### config.mk
export PLATFORM = sky130hd
export DESIGN_NAME = button_debounce
export DESIGN_NICKNAME = d
export VERILOG_FILES = /design/src/rtl/button_pkg.sv /design/src/rtl/sync_2ff.sv /design/src/rtl/button_debounce.sv
export SDC_FILE = /design/constraint.sdc
export NUM_CORES = 1
export LEC_CHECK = 0
export BUFFER_PORTS_ARGS = -buffer_cell sky130_fd_sc_hd__buf_4
export CELL_PAD_IN_SITES_DETAIL_PLACEMENT = 1
export CELL_PAD_IN_SITES_GLOBAL_PLACEMENT = 2
export CORE_MARGIN = 2
export CORE_UTILIZATION = 25
export DETAILED_ROUTE_END_ITERATION = 8
export HOLD_SLACK_MARGIN = 0.1
export MAX_ROUTING_LAYER = met4
export PLACE_DENSITY = 0.57
export SLEW_MARGIN = 20
export SYNTH_ARGS = -nofsm -noshare
export SYNTH_HDL_FRONTEND = slang
export SYNTH_SLANG_ARGS = --single-unit
export TNS_END_PERCENT = 1
### constraint.sdc
create_clock -name i_clk -period 3.95 [get_ports i_clk]
set_input_delay 0.79 -clock i_clk [delete_from_list [all_inputs] [get_ports i_clk]]
set_output_delay 0.79 -clock i_clk [all_outputs]
set_load 0.01 [all_outputs]
### src/rtl/button_pkg.sv
// rtl/button_pkg.sv - shared types and default timing for the push-button conditioner
package button_pkg;

    typedef enum logic [1:0] {
        RELEASED     = 2'd0,
        PRESS_PEND   = 2'd1,
        HELD         = 2'd2,
        RELEASE_PEND = 2'd3
    } btn_state_e;

    // 20 ms debounce and 1 s long press at 12 MHz
    localparam int DEBOUNCE_CYCLES_DEF   = 240000;
    localparam int LONG_PRESS_CYCLES_DEF = 12000000;

endpackage

### src/rtl/sync_2ff.sv
// rtl/sync_2ff.sv - two-flop synchroniser with asynchronous reset to a fixed level
module sync_2ff #(
    parameter logic RESET_VAL = 1'b0
) (
    input  logic i_clk,
    input  logic i_rst,
    input  logic i_d,
    output logic o_q
);

    logic r_meta;
    logic r_sync;

    always_ff @(posedge i_clk or posedge i_rst) begin
        if (i_rst) begin
            r_meta <= RESET_VAL;
            r_sync <= RESET_VAL;
        end else begin
            r_meta <= i_d;
            r_sync <= r_meta;
        end
    end

    assign o_q = r_sync;

endmodule

### src/rtl/button_debounce.sv
// rtl/button_debounce.sv - debounced level plus press/release/long-press strobes for an active-low button
module button_debounce
    import button_pkg::*;
#(
    parameter int DEBOUNCE_CYCLES   = DEBOUNCE_CYCLES_DEF,
    parameter int LONG_PRESS_CYCLES = LONG_PRESS_CYCLES_DEF
) (
    input  logic i_clk,
    input  logic i_rst,
    input  logic i_btn_n,
    output logic o_pressed,
    output logic o_press_pulse,
    output logic o_release_pulse,
    output logic o_long_pulse
);

    localparam int DB_W   = (DEBOUNCE_CYCLES > 1) ? $clog2(DEBOUNCE_CYCLES) : 1;
    localparam int HOLD_W = (LONG_PRESS_CYCLES > 1) ? $clog2(LONG_PRESS_CYCLES) : 1;
    localparam logic [DB_W-1:0]   DB_LAST   = DB_W'(DEBOUNCE_CYCLES - 1);
    localparam logic [HOLD_W-1:0] HOLD_LAST = HOLD_W'(LONG_PRESS_CYCLES - 1);

    if (DEBOUNCE_CYCLES < 2) begin : g_bad_debounce
        $error("button_debounce: DEBOUNCE_CYCLES must be >= 2");
    end
    if (LONG_PRESS_CYCLES < 1) begin : g_bad_long
        $error("button_debounce: LONG_PRESS_CYCLES must be >= 1");
    end

    logic w_s;

    btn_state_e        r_state, w_state_nxt;
    logic [DB_W-1:0]   r_db_cnt, w_db_cnt_nxt;
    logic [HOLD_W-1:0] r_hold_cnt, w_hold_cnt_nxt;
    logic              r_long_done, w_long_done_nxt;
    logic              r_pressed, r_press_pulse, r_release_pulse, r_long_pulse;
    logic              w_pressed_nxt, w_press_nxt, w_release_nxt, w_long_nxt;
    logic              w_in_hold, w_long_hit;

    // Released level on reset so a button held through reset debounces as a fresh press
    sync_2ff #(.RESET_VAL(1'b1)) u_sync (
        .i_clk (i_clk),
        .i_rst (i_rst),
        .i_d   (i_btn_n),
        .o_q   (w_s)
    );

    always_ff @(posedge i_clk or posedge i_rst) begin
        if (i_rst) begin
            r_state  <= RELEASED;
            r_db_cnt <= '0;
        end else begin
            r_state  <= w_state_nxt;
            r_db_cnt <= w_db_cnt_nxt;
        end
    end

    always_comb begin
        w_state_nxt  = r_state;
        w_db_cnt_nxt = r_db_cnt;
        unique case (r_state)
            RELEASED: begin
                if (!w_s) begin
                    w_state_nxt  = PRESS_PEND;
                    w_db_cnt_nxt = '0;
                end
            end
            PRESS_PEND: begin
                if (w_s) begin
                    w_state_nxt  = RELEASED;
                    w_db_cnt_nxt = '0;
                end else if (r_db_cnt == DB_LAST) begin
                    w_state_nxt  = HELD;
                end else begin
                    w_db_cnt_nxt = r_db_cnt + 1'b1;
                end
            end
            HELD: begin
                if (w_s) begin
                    w_state_nxt  = RELEASE_PEND;
                    w_db_cnt_nxt = '0;
                end
            end
            RELEASE_PEND: begin
                if (!w_s) begin
                    w_state_nxt  = HELD;
                    w_db_cnt_nxt = '0;
                end else if (r_db_cnt == DB_LAST) begin
                    w_state_nxt  = RELEASED;
                end else begin
                    w_db_cnt_nxt = r_db_cnt + 1'b1;
                end
            end
            default: begin
                w_state_nxt  = RELEASED;
                w_db_cnt_nxt = '0;
            end
        endcase
    end

    always_comb begin
        w_press_nxt     = (r_state == PRESS_PEND) && (w_state_nxt == HELD);
        w_release_nxt   = (r_state == RELEASE_PEND) && (w_state_nxt == RELEASED);
        w_pressed_nxt   = (w_state_nxt == HELD) || (w_state_nxt == RELEASE_PEND);
        w_in_hold       = (r_state == HELD) || (r_state == RELEASE_PEND);
        w_long_hit      = w_in_hold && (r_hold_cnt == HOLD_LAST) && !r_long_done;
        // A release accepted on the same cycle swallows the long-press strobe
        w_long_nxt      = w_long_hit && !w_release_nxt;
        w_long_done_nxt = w_press_nxt ? 1'b0 : (r_long_done | w_long_hit);
        w_hold_cnt_nxt  = r_hold_cnt;
        if (w_press_nxt) begin
            w_hold_cnt_nxt = '0;
        end else if (w_in_hold && (r_hold_cnt != HOLD_LAST)) begin
            w_hold_cnt_nxt = r_hold_cnt + 1'b1;
        end
    end

    always_ff @(posedge i_clk or posedge i_rst) begin
        if (i_rst) begin
            r_hold_cnt      <= '0;
            r_long_done     <= 1'b0;
            r_pressed       <= 1'b0;
            r_press_pulse   <= 1'b0;
            r_release_pulse <= 1'b0;
            r_long_pulse    <= 1'b0;
        end else begin
            r_hold_cnt      <= w_hold_cnt_nxt;
            r_long_done     <= w_long_done_nxt;
            r_pressed       <= w_pressed_nxt;
            r_press_pulse   <= w_press_nxt;
            r_release_pulse <= w_release_nxt;
            r_long_pulse    <= w_long_nxt;
        end
    end

    assign o_pressed       = r_pressed;
    assign o_press_pulse   = r_press_pulse;
    assign o_release_pulse = r_release_pulse;
    assign o_long_pulse    = r_long_pulse;

endmodule

# Yosys cells after proc, flatten, opt, wreduce, memory -nomap -nowiden
# Cells that the tools add are included.
[op_classes]
addsub = 2
mul = 0
div = 0
magnitude_cmp = 0
n_eq_ne = 10
n_shift = 0
n_mux = 16
bitwise_logic = 1
reduce_logical = 14
[op_table]
columns = ["cell", "n"]
rows = [
  ["two-way mux 18 bit", 5],
  ["one-hot mux 18 bit (4 select lines)", 1],
  ["two-way mux 24 bit", 2],
  ["adder 24 x 1 -> 24 bit (second input constant)", 1],
  ["equality test 24 bit (second input constant)", 1],
  ["inequality test 24 bit (second input constant)", 1],
  ["adder 18 x 1 -> 18 bit (second input constant)", 1],
  ["equality test 18 bit (second input constant)", 1],
  ["two-way mux 2 bit", 6],
  ["equality test 2 bit (second input constant)", 4],
  ["one-hot mux 2 bit (4 select lines)", 1],
  ["logical AND 1 bit", 6],
  ["logical NOT 2 bit", 2],
  ["equality test 2 x 1 -> 1 bit (second input constant)", 1],
  ["logical NOT 1 bit", 2],
  ["logical OR 1 bit", 2],
  ["inequality test 2 x 1 -> 1 bit (second input constant)", 1],
  ["inequality test 2 bit (second input constant)", 1],
  ["AND reduction 2 bit", 1],
  ["nonzero test 2 bit", 1],
  ["two-way mux 1 bit", 1],
  ["bitwise OR 1 bit", 1],
]
[totals]
register_bits = 51
latchBits = 0
ramBits = 0
romBits = 0
wordCells = 53
memories = 0

# Depth between registers and ports, before layout
# Gate-level depths: netlist (run 1).
[logic_depth]
word_depth = 8
ltp_mapped = 7

# Hierarchy
# A second synthesis (run 1) with hierarchy kept.
[unflattened]
hier_cells = 311
hier_area_um2 = 2831.5
[modules_own_cells]
columns = ["module", "n_inst", "cells_per_inst", "area_per_inst_um2"]
rows = [
  ["button_debounce", 1, 308, 2775.2],
  ["sync_2ff", 1, 3, 56.3],
]

# Worst setup path before layout (run 1)
# OpenSTA, ideal clock, no wires.
[synth_timing]
path_kind = "reg2reg"
from = "reg r_hold_cnt[13]"
to = "reg r_hold_cnt[4]"
arrival_ns = 2.066
required_time_ns = 3.855
setup_slack_ns = 1.788
stages_incl_launch_ff = 8
n_path_buf = 2
period_less_slack_ns = 2.162
cell_sequence = "dfrtp_1 > or4_1 > or4_1 > buf_2 > o21ai_4 > buf_6 > o211ai_1 > o31ai_1"
[synth_via]
elab_chain_cells = 3
[synth_lines]
columns = ["element", "line", "rtl"]
rows = [
  ["start: declaration", "button_debounce.sv:33", "logic [HOLD_W-1:0] r_hold_cnt, w_hold_cnt_nxt;"],
  ["start signal: assignment", "button_debounce.sv:126", "r_hold_cnt <= w_hold_cnt_nxt;"],
  ["inequality test 24 bit", "button_debounce.sv:112", "end else if (w_in_hold && (r_hold_cnt != HOLD_LAST)) begin"],
  ["logical AND 1 bit", "button_debounce.sv:112", ""],
  ["nonzero test 2 bit (no line)", "n/a", ""],
]
# Every way passes these cells.
# A chain may end at the register's enable or synchronous reset.

# Final worst setup path (run 1)
[layout_timing]
from = "reg r_hold_cnt[13]"
to = "reg r_hold_cnt[20]"
[layout_via]
elab_chain_cells = 3
[layout_lines]
columns = ["element", "line"]
rows = [
  ["adder 24 x 1 -> 24 bit or inequality test 24 bit (tied branches)", "button_debounce.sv:113, button_debounce.sv:112"],
  ["two-way mux 24 bit or logical AND 1 bit (tied branches)", "button_debounce.sv:112"],
  ["two-way mux 24 bit or nonzero test 2 bit (tied branches)", "n/a"],
]
# Parallel ways exist; a longest one is shown, timed or not. The select of a mux whose other input is x is not followed.

==> reports/qor.csv, run 1 <==
stage,metric,value,unit
clocking,CTS H-tree depth,2,
yosys,XOR/XNOR share of the synthesized area,4.24,%
setup_path,worst setup path class,flop to flop,
setup_path,reg-to-reg endpoint,r_hold_cnt[20],
yosys,register bit total from synthesis,51,
clocking,# Post-CTS Setup Buffers,0,
yosys,syn avg cell area,9.52,µm²
yosys,synth top area cells,"sky130_fd_sc_hd__dfrtp_1, sky130_fd_sc_hd__nand2_1, sky130_fd_sc_hd__xnor2_1",
setup_path,flop-to-flop setup slack,1.43,ns
outcome,status,"complete, no violations",
yosys,simple-gate share of the synthesized area,28.2,%
finish,"Non-Filler Cell Area, Final",2940,µm²
floorplanning,number of top-level pins,7,
setup_path,"Critical Path, Cell by Cell","or4_1, or4_1, o21ai_4, o311ai_0, o41ai_1",
power_and_ir_drop,Max IR drop VDD,0.000143,V
global_route,GRT Resource Usage Total,14.0,%
clocking,worst-case clock buffer depth,2,
timing,number of failing hold endpoints at the final stage,0,
setup_path,arrival time of the worst setup path,2.72,ns
placement,minimum setup slack after placement,1.46,ns
power_and_ir_drop,leakage,1.13,nW
clocking,TritonCTS clock tree,yes,
timing,worst slew slack as a fraction of its limit,42.3,%
routing,total wirelength of the detailed-routed design,6960,µm
routing,per-cell via count in the routed design,5.18,
finish,area of all sequential standard cells,1280,µm²
timing,achievable clock frequency,0.396,GHz
timing,"Period Utilization, post-route",63.9,%
finish,area of combinational cells with multiple inputs,1320,µm²
setup_path,worst-path fanout max,18,
timing,slew of the pin with the lowest slew margin,0.862,ns
yosys,"FFs w/ async S/R, synth",100,%
yosys,synthesized instance count,282,
routing,total number of vias,2188,
yosys,fraction of synthesized cell area taken by the top area cell type,45.7,%
finish,Area growth syn-to-layout,9.60,%
yosys,synthesized-area fraction occupied by adder cells,0.932,%
min_path,Hold Path Cell Cnt,0,
yosys,post-synthesis instance area,2690,µm²
setup_path,cell at the slowest stage of the critical path,sky130_fd_sc_hd__or4_1,
finish,layout cell share with drive strength beyond 1,11.5,%
placement,Post-DP HPWL,4880,µm
floorplanning,starting utilization of the core area,25.9,%
clocking,cells resized by post-CTS repair,0,
yosys,part of the Yosys area used for sequential elements,47.6,%
routing,post-route DRC violation count,0,
min_path,startpoint of the lowest-slack hold path,u_sync.r_meta,
yosys,most frequent cells after synthesis,"sky130_fd_sc_hd__dfrtp_1, sky130_fd_sc_hd__nand2_1, sky130_fd_sc_hd__nor2_1, sky130_fd_sc_hd__nand3_1, sky130_fd_sc_hd__o21ai_0",
run,Max-cap violations,0,
timing,number of pins with negative max-slew slack in the final report,0,
floorplanning,total die area,11600,µm²
global_route,largest net degree at the start of global routing,37,
timing,final setup fails,0,
setup_path,Worst setup SP type,flop,
clocking,clock latency reported for the late side of the worst-skew pair,0.31,ns
routing,Routed Antenna Nets,0,
routing,Initial DRC Count,69,
floorplanning,Core ar.,10400,µm²
clocking,CTS sink count,51,
routing,iteration count of the initial detailed-routing pass,4,
clocking,cts bufs inserted,5,
finish,Filler cells,1226,
setup_path,endpoint required time on the critical path,4.15,ns
clocking,"CTS clk-pin slew, worst paths",0.10,ns
global_route,Overflow after GRT,0,
global_route,wire length of the first global-routing pass,12500,µm
setup_path,Reg2Reg Launch Point,r_hold_cnt[13],
min_path,end point of the worst hold path,u_sync.o_q,
finish,Antenna Diode Count,0,
floorplanning,die height,108,µm
placement,cell total after placement,414,
setup_path,element type at the critical path end,flop,
finish,fin cells,422,
yosys,count of unique library cells instantiated by Yosys,50,
routing,DR WL/cell,16.5,µm
yosys,most frequently used flop master after synthesis,sky130_fd_sc_hd__dfrtp_1,
finish,"Net count, final",290,
setup_path,Worst path most repeated cell,sky130_fd_sc_hd__or4_1,
timing,final critical delay including setup and external delays,2.52,ns
yosys,leading cell type by number of instances after synthesis,sky130_fd_sc_hd__dfrtp_1,
yosys,synth warn,0,
global_route,initial antenna violation count,0,
timing,worst setup slack after layout,1.43,ns
yosys,share of the synthesized area in compound gates (AO/OA/AOI/OAI),15.4,%
floorplanning,total number of placement rows,37,
global_route,via count of the first global-routing pass,2338,
timing,setup repair after global routing missed its margin,no,
placement,final RePlAce weighted congestion,0.748,
yosys,largest area contributor in the synthesized netlist,sky130_fd_sc_hd__dfrtp_1,
clocking,CTS Root Cell,sky130_fd_sc_hd__clkbuf_8,
timing,final worst clock skew,0.00475,ns
placement,instance area at placement,2850,µm²
setup_path,depth of the worst register-to-register path,5,
placement,count of port buffers added during placement,6,
yosys,post-synthesis net count,287,
timing,accumulated negative setup slack,0,ns
yosys,post-synthesis mux area share,0.373,%
min_path,type of the most critical hold path,flop to flop,
setup_path,delay contributed by the slowest stage of the critical path,0.64,ns
yosys,combinational family with the most area after synthesis,simple AND/OR/NAND/NOR gates,
power_and_ir_drop,Power per Cell Area,306,nW/µm²
yosys,number of flops mapped to enable cells by yosys,0,
floorplanning,chip width,108,µm
clocking,hold-fix buffers at CTS,0,
## registers in the layout, summed over array words and instances, names as in the netlist
register / cells
r_hold_cnt: 24
r_db_cnt: 18
r_state: 2
o_long_pulse: 1
o_press_pulse: 1
o_pressed: 1
o_release_pulse: 1
r_long_done: 1
u_sync.o_q: 1
u_sync.r_meta: 1
## worst max path at each step
stage	cells after the start	to	from
final	5	r_hold_cnt[20]	r_hold_cnt[13]
after global routing	5	r_hold_cnt[20]	r_hold_cnt[13]
after CTS	5	r_hold_cnt[20]	r_hold_cnt[13]
after detailed placement	5	r_hold_cnt[20]	r_hold_cnt[13]
after global placement	5	r_hold_cnt[20]	r_hold_cnt[13]
after floorplan	7	r_hold_cnt[4]	r_hold_cnt[13]
## layout by cell type, fill, tap and decap left out, types with 2 or more instances in the layout
cell type	n
sky130_fd_sc_hd__nand4_1	11
sky130_fd_sc_hd__clkbuf_8	5
sky130_fd_sc_hd__and4_1	9
sky130_fd_sc_hd__dfstp_2	2
sky130_fd_sc_hd__clkinvlp_4	2
sky130_fd_sc_hd__nor4_1	3
sky130_fd_sc_hd__nor2_1	19
sky130_fd_sc_hd__nand2_1	34
sky130_fd_sc_hd__o21bai_1	2
sky130_fd_sc_hd__o21ai_0	14
sky130_fd_sc_hd__nand2b_1	2
sky130_fd_sc_hd__and2_1	5
sky130_fd_sc_hd__xnor2_1	12
sky130_fd_sc_hd__o311ai_0	3
sky130_fd_sc_hd__o211ai_1	6
sky130_fd_sc_hd__inv_1	4
sky130_fd_sc_hd__or3_1	6
sky130_fd_sc_hd__or2_2	2
sky130_fd_sc_hd__a21oi_1	12
sky130_fd_sc_hd__a31oi_1	2
sky130_fd_sc_hd__buf_4	9
sky130_fd_sc_hd__o31ai_1	7
sky130_fd_sc_hd__or4_1	6
sky130_fd_sc_hd__nand3_1	16
sky130_fd_sc_hd__a22o_1	2
sky130_fd_sc_hd__or4_2	3
sky130_fd_sc_hd__and3_1	3
sky130_fd_sc_hd__ha_1	2
sky130_fd_sc_hd__nor3_1	10
sky130_fd_sc_hd__dfrtp_1	49
sky130_fd_sc_hd__o41ai_1	3
## report_power, final
part           switching, mW  internal (mW)  total, mW  leakage [nW]
clock network          0.191          0.124      0.315        0.0402
registers             0.0126          0.532      0.545         0.701
logic                 0.0260         0.0138     0.0398         0.387
## stage by stage
stage	hold slack [ns]	util, %	total power, mW
2_1_floorplan	0.345	-	0.581
3_3_place_gp	0.346	27.5	0.595
3_5_place_dp	0.347	27.5	0.597
4_1_cts	0.363	28.4	0.920
5_1_grt	0.372	28.4	0.950
6_report	0.360	28.4	0.899
## metal layers
metal	track usage (%)	vias up	part of all wire [%]
met3	2.18	5	1.4
met1	18.1	1118	48
met5	-	-	0
li1	-	1057	-
met4	3.30	0	0.89
met2	23.3	8	49
## worst max-delay path: cells and delay by family, from the launching register on
family | cells | cell delay, ns
compound gates | 3 | 0.79
simple gates | 2 | 1.17
flops | 1 | 0.46
## cell type report
class / instances / share of cell area (%)
Sequential cell: 51 / 43.5
Timing Repair Buffer: 9 / 2.30
Multi-Input combinational cell: 213 / 44.8
Tap cell: 136 / 5.78
Clock buffer: 5 / 2.34
Clock inverter: 3 / 0.680
Inverter: 5 / 0.638
## kinds of logic after synthesis
family | after synthesis
fa+ha+maj | 2
mux | 1
buf+inv | 18
xor+xnor | 13
flops | 51
simple gates | 137
compound gates | 60
(Power assumes the default switching activity.)
==> inputs of run 2 (changes only) <==
ABC_AREA = 1   (was default)
PLACE_DENSITY = 0.63   (was 0.57)
clock period = 2.5 ns   (was 3.95 ns; I/O delays follow)
==> reports/qor.csv, run 2 <==
stage,metric,value,unit,change
clocking,hold-fix buffers at CTS,0,,unchanged
clocking,CTS Root Cell,sky130_fd_sc_hd__clkbuf_16,,
yosys,most frequent cells after synthesis,"sky130_fd_sc_hd__nand2_1, sky130_fd_sc_hd__inv_1, sky130_fd_sc_hd__nor2_1, sky130_fd_sc_hd__nand3_1, sky130_fd_sc_hd__dfrtp_1",,
setup_path,flop-to-flop setup slack,0.38,ns,-1.05 ns
finish,registers with the most flip-flops,"r_hold_cnt (24), r_db_cnt (18), r_state (2)",,
power_and_ir_drop,Max IR drop VDD,0.000199,V,+39%
yosys,synth top area cells,"sky130_fd_sc_hd__dfrtp_1, sky130_fd_sc_hd__nand2_1, sky130_fd_sc_hd__inv_1",,
timing,number of pins with negative max-slew slack in the final report,0,,unchanged
routing,Routed Antenna Nets,0,,unchanged
timing,achievable clock frequency,0.471,GHz,+19%
floorplanning,chip width,121,µm,+12%
clocking,CTS sink count,51,,unchanged
power_and_ir_drop,overall power,1.62,mW,+80%
finish,"commonest non-fill, non-tap cell in the layout",sky130_fd_sc_hd__nand2_1,,
finish,Biggest register,r_hold_cnt,,
yosys,part of the Yosys area used for sequential elements,37.7,%,-9.9 points
global_route,largest net degree at the start of global routing,20,,-46%
finish,max reg flops,24,,unchanged
outcome,status,"complete, no violations",,
setup_path,worst setup path class,flop to flop,,
routing,per-cell via count in the routed design,4.60,,-11%
yosys,most frequently used flop master after synthesis,sky130_fd_sc_hd__dfrtp_1,,
placement,count of port buffers added during placement,6,,unchanged
clocking,worst-case clock buffer depth,2,,unchanged
finish,Filler cells,1718,,+40%
yosys,simple-gate share of the synthesized area,44.3,%,+16 points
finish,layout cell share with drive strength beyond 1,8.08,%,-3.5 points
setup_path,element type at the critical path end,flop,,
yosys,synthesized instance count,521,,+85%
clocking,clock latency reported for the late side of the worst-skew pair,0.30,ns,about the same
clocking,# Post-CTS Setup Buffers,0,,unchanged
finish,"Net count, final",536,,+85%
floorplanning,total number of placement rows,42,,+14%
routing,total wirelength of the detailed-routed design,10400,µm,+49%
yosys,synth warn,0,,unchanged
yosys,fraction of synthesized cell area taken by the top area cell type,36.1,%,-9.5 points
clocking,CTS H-tree depth,2,,unchanged
routing,Initial DRC Count,154,,+120%
timing,final setup fails,0,,unchanged
power_and_ir_drop,leakage,1.88,nW,+67%
global_route,initial antenna violation count,0,,unchanged
yosys,register bit total from synthesis,51,,unchanged
setup_path,Worst setup SP type,flop,,
routing,iteration count of the initial detailed-routing pass,4,,unchanged
run,Max-cap violations,0,,unchanged
finish,Antenna Diode Count,0,,unchanged
placement,Post-DP HPWL,7940,µm,+63%
routing,total number of vias,3256,,+49%
floorplanning,number of top-level pins,7,,unchanged
timing,number of failing hold endpoints at the final stage,0,,unchanged
clocking,"CTS clk-pin slew, worst paths",0.07,ns,-0.03 ns
power_and_ir_drop,Power per Cell Area,426,nW/µm²,+40%
floorplanning,die height,121,µm,+12%
floorplanning,starting utilization of the core area,25.6,%,-0.27 points
timing,final worst clock skew,0.00578,ns,+0.00103 ns
global_route,GRT Resource Usage Total,15.8,%,+1.8 points
yosys,synthesized-area fraction occupied by adder cells,0.737,%,-0.19 points
yosys,leading cell type by number of instances after synthesis,sky130_fd_sc_hd__nand2_1,,
clocking,cells resized by post-CTS repair,0,,unchanged
timing,setup repair after global routing missed its margin,no,,
yosys,post-synthesis mux area share,0,%,-0.37 points
yosys,largest area contributor in the synthesized netlist,sky130_fd_sc_hd__dfrtp_1,,
yosys,XOR/XNOR share of the synthesized area,1.55,%,-2.7 points
clocking,TritonCTS clock tree,yes,,
yosys,post-synthesis instance area,3390,µm²,+26%
global_route,wire length of the first global-routing pass,17600,µm,+40%
global_route,Overflow after GRT,0,,unchanged
yosys,number of flops mapped to enable cells by yosys,0,,unchanged
min_path,type of the most critical hold path,input pin to async pin,,
routing,DR WL/cell,14.7,µm,-11%
placement,final RePlAce weighted congestion,0.817,,+9.2%
yosys,"FFs w/ async S/R, synth",100,%,unchanged
timing,slew of the pin with the lowest slew margin,0.511,ns,-0.351 ns
yosys,combinational family with the most area after synthesis,simple AND/OR/NAND/NOR gates,,
global_route,via count of the first global-routing pass,3297,,+41%
timing,final critical delay including setup and external delays,2.12,ns,-0.402 ns
yosys,post-synthesis net count,526,,+83%
floorplanning,Core ar.,13200,µm²,+28%
timing,accumulated negative setup slack,0,ns,unchanged
yosys,syn avg cell area,6.51,µm²,-32%
finish,"commonest cells after routing, fill and taps aside","sky130_fd_sc_hd__nand2_1, sky130_fd_sc_hd__inv_1, sky130_fd_sc_hd__nor2_1",,
setup_path,arrival time of the worst setup path,2.30,ns,-0.42 ns
setup_path,endpoint required time on the critical path,2.68,ns,-1.47 ns
timing,worst slew slack as a fraction of its limit,65.8,%,+24 points
timing,"Period Utilization, post-route",84.9,%,+21 points
finish,Area growth syn-to-layout,11.8,%,
routing,post-route DRC violation count,0,,unchanged
yosys,share of the synthesized area in compound gates (AO/OA/AOI/OAI),5.27,%,-10 points
floorplanning,total die area,14500,µm²,+25%
setup_path,worst-path fanout max,12,,-6
yosys,count of unique library cells instantiated by Yosys,30,,-40%
clocking,cts bufs inserted,5,,unchanged
-- run 2: where the power goes --
part / switching, mW / total, mW / internal (mW)
clock network: 0.326 / 0.725 / 0.399
logic: 0.0418 / 0.0540 / 0.0122
registers: 0.00858 / 0.840 / 0.831
total: 0.376 / 1.62 / 1.24
-- run 2: final timing paths --
check,from,endpoint,cells after the start
setup / recovery,r_db_cnt[0],r_hold_cnt[20],8
hold / removal,i_rst,r_db_cnt[1],2
setup reg to reg,r_db_cnt[0],r_hold_cnt[20],8
hold reg to reg,u_sync.r_meta,u_sync.o_q,0
max in group asynchronous,i_rst,u_sync.r_meta,3
min in group i_clk,i_btn_n,u_sync.r_meta,1
-- run 2: critical path, stage by stage, from the launching register on --
cell,delay (ns)
sky130_fd_sc_hd__dfrtp_1,0.45
sky130_fd_sc_hd__ha_1,0.29
sky130_fd_sc_hd__nand3_1,0.25
sky130_fd_sc_hd__nor2_1,0.17
sky130_fd_sc_hd__nand3_1,0.12
sky130_fd_sc_hd__nand2_1,0.08
sky130_fd_sc_hd__nand3_1,0.37
sky130_fd_sc_hd__nand3_1,0.20
sky130_fd_sc_hd__nand2_1,0.07
-- run 2: routing by layer --
| metal | GRT usage (%) | routed length [µm] |
|---|---|---|
| met5 | - | 0 |
| met4 | 3.56 | 96 |
| met3 | 2.31 | 272 |
| met2 | 22.3 | 4250 |
| met1 | 23.9 | 5780 |
-- run 2: cell type report --
| cell class | count | area (µm²) | area share, % |
|---|---|---|---|
| multi-input combinational | 382 | 1760 | 46.4 |
| sequential | 51 | 1280 | 33.7 |
| inverter | 79 | 299 | 7.88 |
| tap | 176 | 220 | 5.80 |
| clock buffer | 7 | 143 | 3.76 |
| timing repair buffer | 12 | 90.1 | 2.37 |
| clock inverter | 1 | 5.00 | 0.132 |
-- run 2: cells by family (layout without fill, tap and decap cells) --
group | after synthesis | in the layout
fa+ha+maj | 2 | 2
simple gates | 340 | 340
flops | 51 | 51
xor+xnor | 6 | 6
compound gates | 34 | 34
buf+inv | 88 | 99
-- run 2: metrics by stage --
| step | setup WS [ns] | util (%) | instances | cell area, µm² | hold slack [ns] |
|---|---|---|---|---|---|
| 2_1_floorplan | 0.774 | - | 521 | 3390 | 0.345 |
| 3_3_place_gp | 0.457 | 27.5 | 700 | 3650 | 0.346 |
| 3_5_place_dp | 0.373 | 27.5 | 700 | 3650 | 0.347 |
| 4_1_cts | 0.345 | 28.7 | 708 | 3790 | 0.227 |
| 5_1_grt | 0.104 | 28.7 | 708 | 3790 | 0.246 |
| 6_report | 0.379 | 28.7 | 708 | 3790 | 0.210 |
==> inputs of run 3 (changes only) <==
ABC_AREA = 0   (was 1)
PLACE_DENSITY = 0.58   (was 0.63)
clock period = 1.7 ns   (was 2.5 ns; I/O delays follow)
==> reports/qor.csv, run 3 (same netlist as run 1, synthesis figures left out) <==
stage,metric,value,unit,change
power_and_ir_drop,Power per Cell Area,580,nW/µm²,+36%
setup_path,flop-to-flop setup slack,-0.36,ns,-0.74 ns
setup_path,Worst setup SP type,flop,,
setup_path,reg-to-reg endpoint,r_hold_cnt[14],,
floorplanning,total number of placement rows,37,,-12%
finish,"Net count, final",374,,-30%
routing,per-cell via count in the routed design,4.95,,+7.7%
routing,total wirelength of the detailed-routed design,7690,µm,-26%
finish,Antenna Diode Count,0,,unchanged
timing,final critical delay including setup and external delays,2.06,ns,-0.0605 ns
setup_path,worst setup path class,flop to flop,,
finish,Biggest register,r_hold_cnt,,
global_route,GRT Resource Usage Total,14.8,%,-1.0 points
clocking,cts bufs inserted,5,,unchanged
routing,post-route DRC violation count,0,,unchanged
finish,layout cell share with drive strength beyond 1,34.1,%,+26 points
floorplanning,chip width,108,µm,-11%
setup_path,depth of the worst register-to-register path,7,,-1
global_route,wire length of the first global-routing pass,13200,µm,-25%
floorplanning,Core ar.,10400,µm²,-22%
timing,achievable clock frequency,0.485,GHz,+2.9%
placement,final RePlAce weighted congestion,0.794,,-2.8%
power_and_ir_drop,overall power,2.13,mW,+32%
setup_path,worst-path fanout max,2,,-10
placement,Post-DP HPWL,5750,µm,-28%
setup_path,endpoint required time on the critical path,1.93,ns,-0.75 ns
routing,Routed Antenna Nets,0,,unchanged
routing,DR WL/cell,15.2,µm,+3.5%
finish,registers with the most flip-flops,"r_hold_cnt (24), r_db_cnt (18), r_state (2)",,
floorplanning,total die area,11600,µm²,-20%
min_path,Hold Path Cell Cnt,1,,
clocking,"CTS clk-pin slew, worst paths",0.10,ns,+0.03 ns
power_and_ir_drop,Max IR drop VDD,0.000323,V,+62%
min_path,end point of the worst hold path,u_sync.r_meta,,
finish,"commonest cells after routing, fill and taps aside","sky130_fd_sc_hd__buf_4, sky130_fd_sc_hd__dfrtp_1, sky130_fd_sc_hd__nand2_1",,
setup_path,Reg2Reg Launch Point,r_hold_cnt[0],,
floorplanning,number of top-level pins,7,,unchanged
floorplanning,starting utilization of the core area,25.9,%,+0.27 points
min_path,type of the most critical hold path,input pin to flop,,
power_and_ir_drop,leakage,1.61,nW,-14%
clocking,CTS H-tree depth,2,,unchanged
timing,final setup fails,44,,+44
finish,post-layout util,35.5,%,+6.8 points
placement,count of port buffers added during placement,6,,unchanged
timing,"Period Utilization, post-route",121,%,+36 points
outcome,status,"complete, but fails checks",,
min_path,startpoint of the lowest-slack hold path,i_btn_n,,
routing,Initial DRC Count,43,,-72%
timing,worst setup slack after layout,-0.361,ns,-0.739 ns
finish,Area growth syn-to-layout,37.1,%,
routing,iteration count of the initial detailed-routing pass,4,,unchanged
clocking,TritonCTS clock tree,yes,,
timing,final worst clock skew,0.0144,ns,+0.00866 ns
global_route,via count of the first global-routing pass,2712,,-18%
clocking,clock latency reported for the late side of the worst-skew pair,0.31,ns,about the same
finish,"commonest non-fill, non-tap cell in the layout",sky130_fd_sc_hd__buf_4,,
clocking,worst-case clock buffer depth,2,,unchanged
clocking,CTS sink count,51,,unchanged
global_route,Overflow after GRT,0,,unchanged
finish,max reg flops,24,,unchanged
outcome,failing checks,setup timing,,
run,Max-cap violations,0,,unchanged
setup_path,arrival time of the worst setup path,2.30,ns,about the same
global_route,largest net degree at the start of global routing,37,,+85%
timing,worst slew slack as a fraction of its limit,73.2,%,+7.4 points
floorplanning,die height,108,µm,-11%
setup_path,element type at the critical path end,flop,,
timing,setup repair after global routing missed its margin,yes,,
global_route,initial antenna violation count,0,,unchanged
timing,number of failing hold endpoints at the final stage,0,,unchanged
clocking,CTS Root Cell,sky130_fd_sc_hd__clkbuf_8,,
timing,slew of the pin with the lowest slew margin,0.398,ns,-0.113 ns
timing,number of pins with negative max-slew slack in the final report,0,,unchanged
timing,final hold slack,0.136,ns,-0.0737 ns
routing,total number of vias,2506,,-23%
run 3: cell types whose count changed in the layout (fill, tap and decap cells not counted), sizes merged, moves of 10 or more:
cell / previous run / this run
nand2: 174 / 34
buf: 12 / 92
inv: 79 / 5
nor2: 82 / 19
nand3: 53 / 16
and4: 0 / 10
xnor2: 2 / 12
run 3: stage by stage:
| step | std cells | instance area [µm²] | TNS (ns) | setup slack, ns |
|---|---|---|---|---|
| floorplan | 282 | 2690 | -10.23 | -0.306 |
| global placement | 493 | 3470 | -15.98 | -0.447 |
| detailed placement | 493 | 3470 | -17.07 | -0.477 |
| CTS | 504 | 3640 | -10.72 | -0.372 |
| global route | 506 | 3680 | -15.51 | -0.432 |
| finish | 506 | 3680 | -10.49 | -0.361 |
run 3: final cells by class:
type                       instances  area [µm²]
sequential                        51        1280
tap                              136         170
multi-input combinational        213        1390
fill                            1209        6690
clock buffer                       7        76.3
timing repair buffer              93         744
inverter                           5        18.8
clock inverter                     1        7.51
run 3: per-layer routing:
metal | wire length [µm] | track usage (%) | part of all wire, %
met1 | 3520 | 17.8 | 46
met2 | 3950 | 25.6 | 51
met3 | 135 | 2.36 | 1.8
met4 | 89 | 4.30 | 1.2
met5 | 0 | - | 0
run 3: where the power goes:
part	internal [mW]	switching, mW	leakage, nW	total [mW]
Combinational	0.0762	0.0853	0.874	0.161
Sequential	1.24	0.0134	0.701	1.25
Clock	0.293	0.429	0.0385	0.722
run 3: critical path: stages (launching register included):
cell                      delay [ns]
sky130_fd_sc_hd__dfrtp_1        0.41
sky130_fd_sc_hd__ha_1           0.22
sky130_fd_sc_hd__and4_1         0.17
sky130_fd_sc_hd__nand4_1        0.16
sky130_fd_sc_hd__o21ai_4        0.10
sky130_fd_sc_hd__buf_4          0.16
sky130_fd_sc_hd__or4_2          0.64
sky130_fd_sc_hd__a21oi_1        0.13
run 3: worst max-delay path by stage:
stage               slack [ns]            from             end  cells past startpoint
floorplan                -0.31  r_hold_cnt[19]   r_hold_cnt[4]                      7
global placement         -0.45    r_db_cnt[10]     r_db_cnt[0]                      6
detailed placement       -0.48    r_db_cnt[10]  r_hold_cnt[11]                      7
CTS                      -0.37   r_hold_cnt[0]  r_hold_cnt[14]                      7
global route             -0.43   r_hold_cnt[0]  r_hold_cnt[10]                      7
finish                   -0.36   r_hold_cnt[0]  r_hold_cnt[14]                      7
run 3: what timing repair did:
item                                   in CTS  in global routing
pin swaps                                  13                  6
endpoints found under the hold margin       2                  0
gates resized for setup                    20                  8
hold buffers                                1                  0
setup endpoints to repair                  44                 45
setup buffers                               2                  2
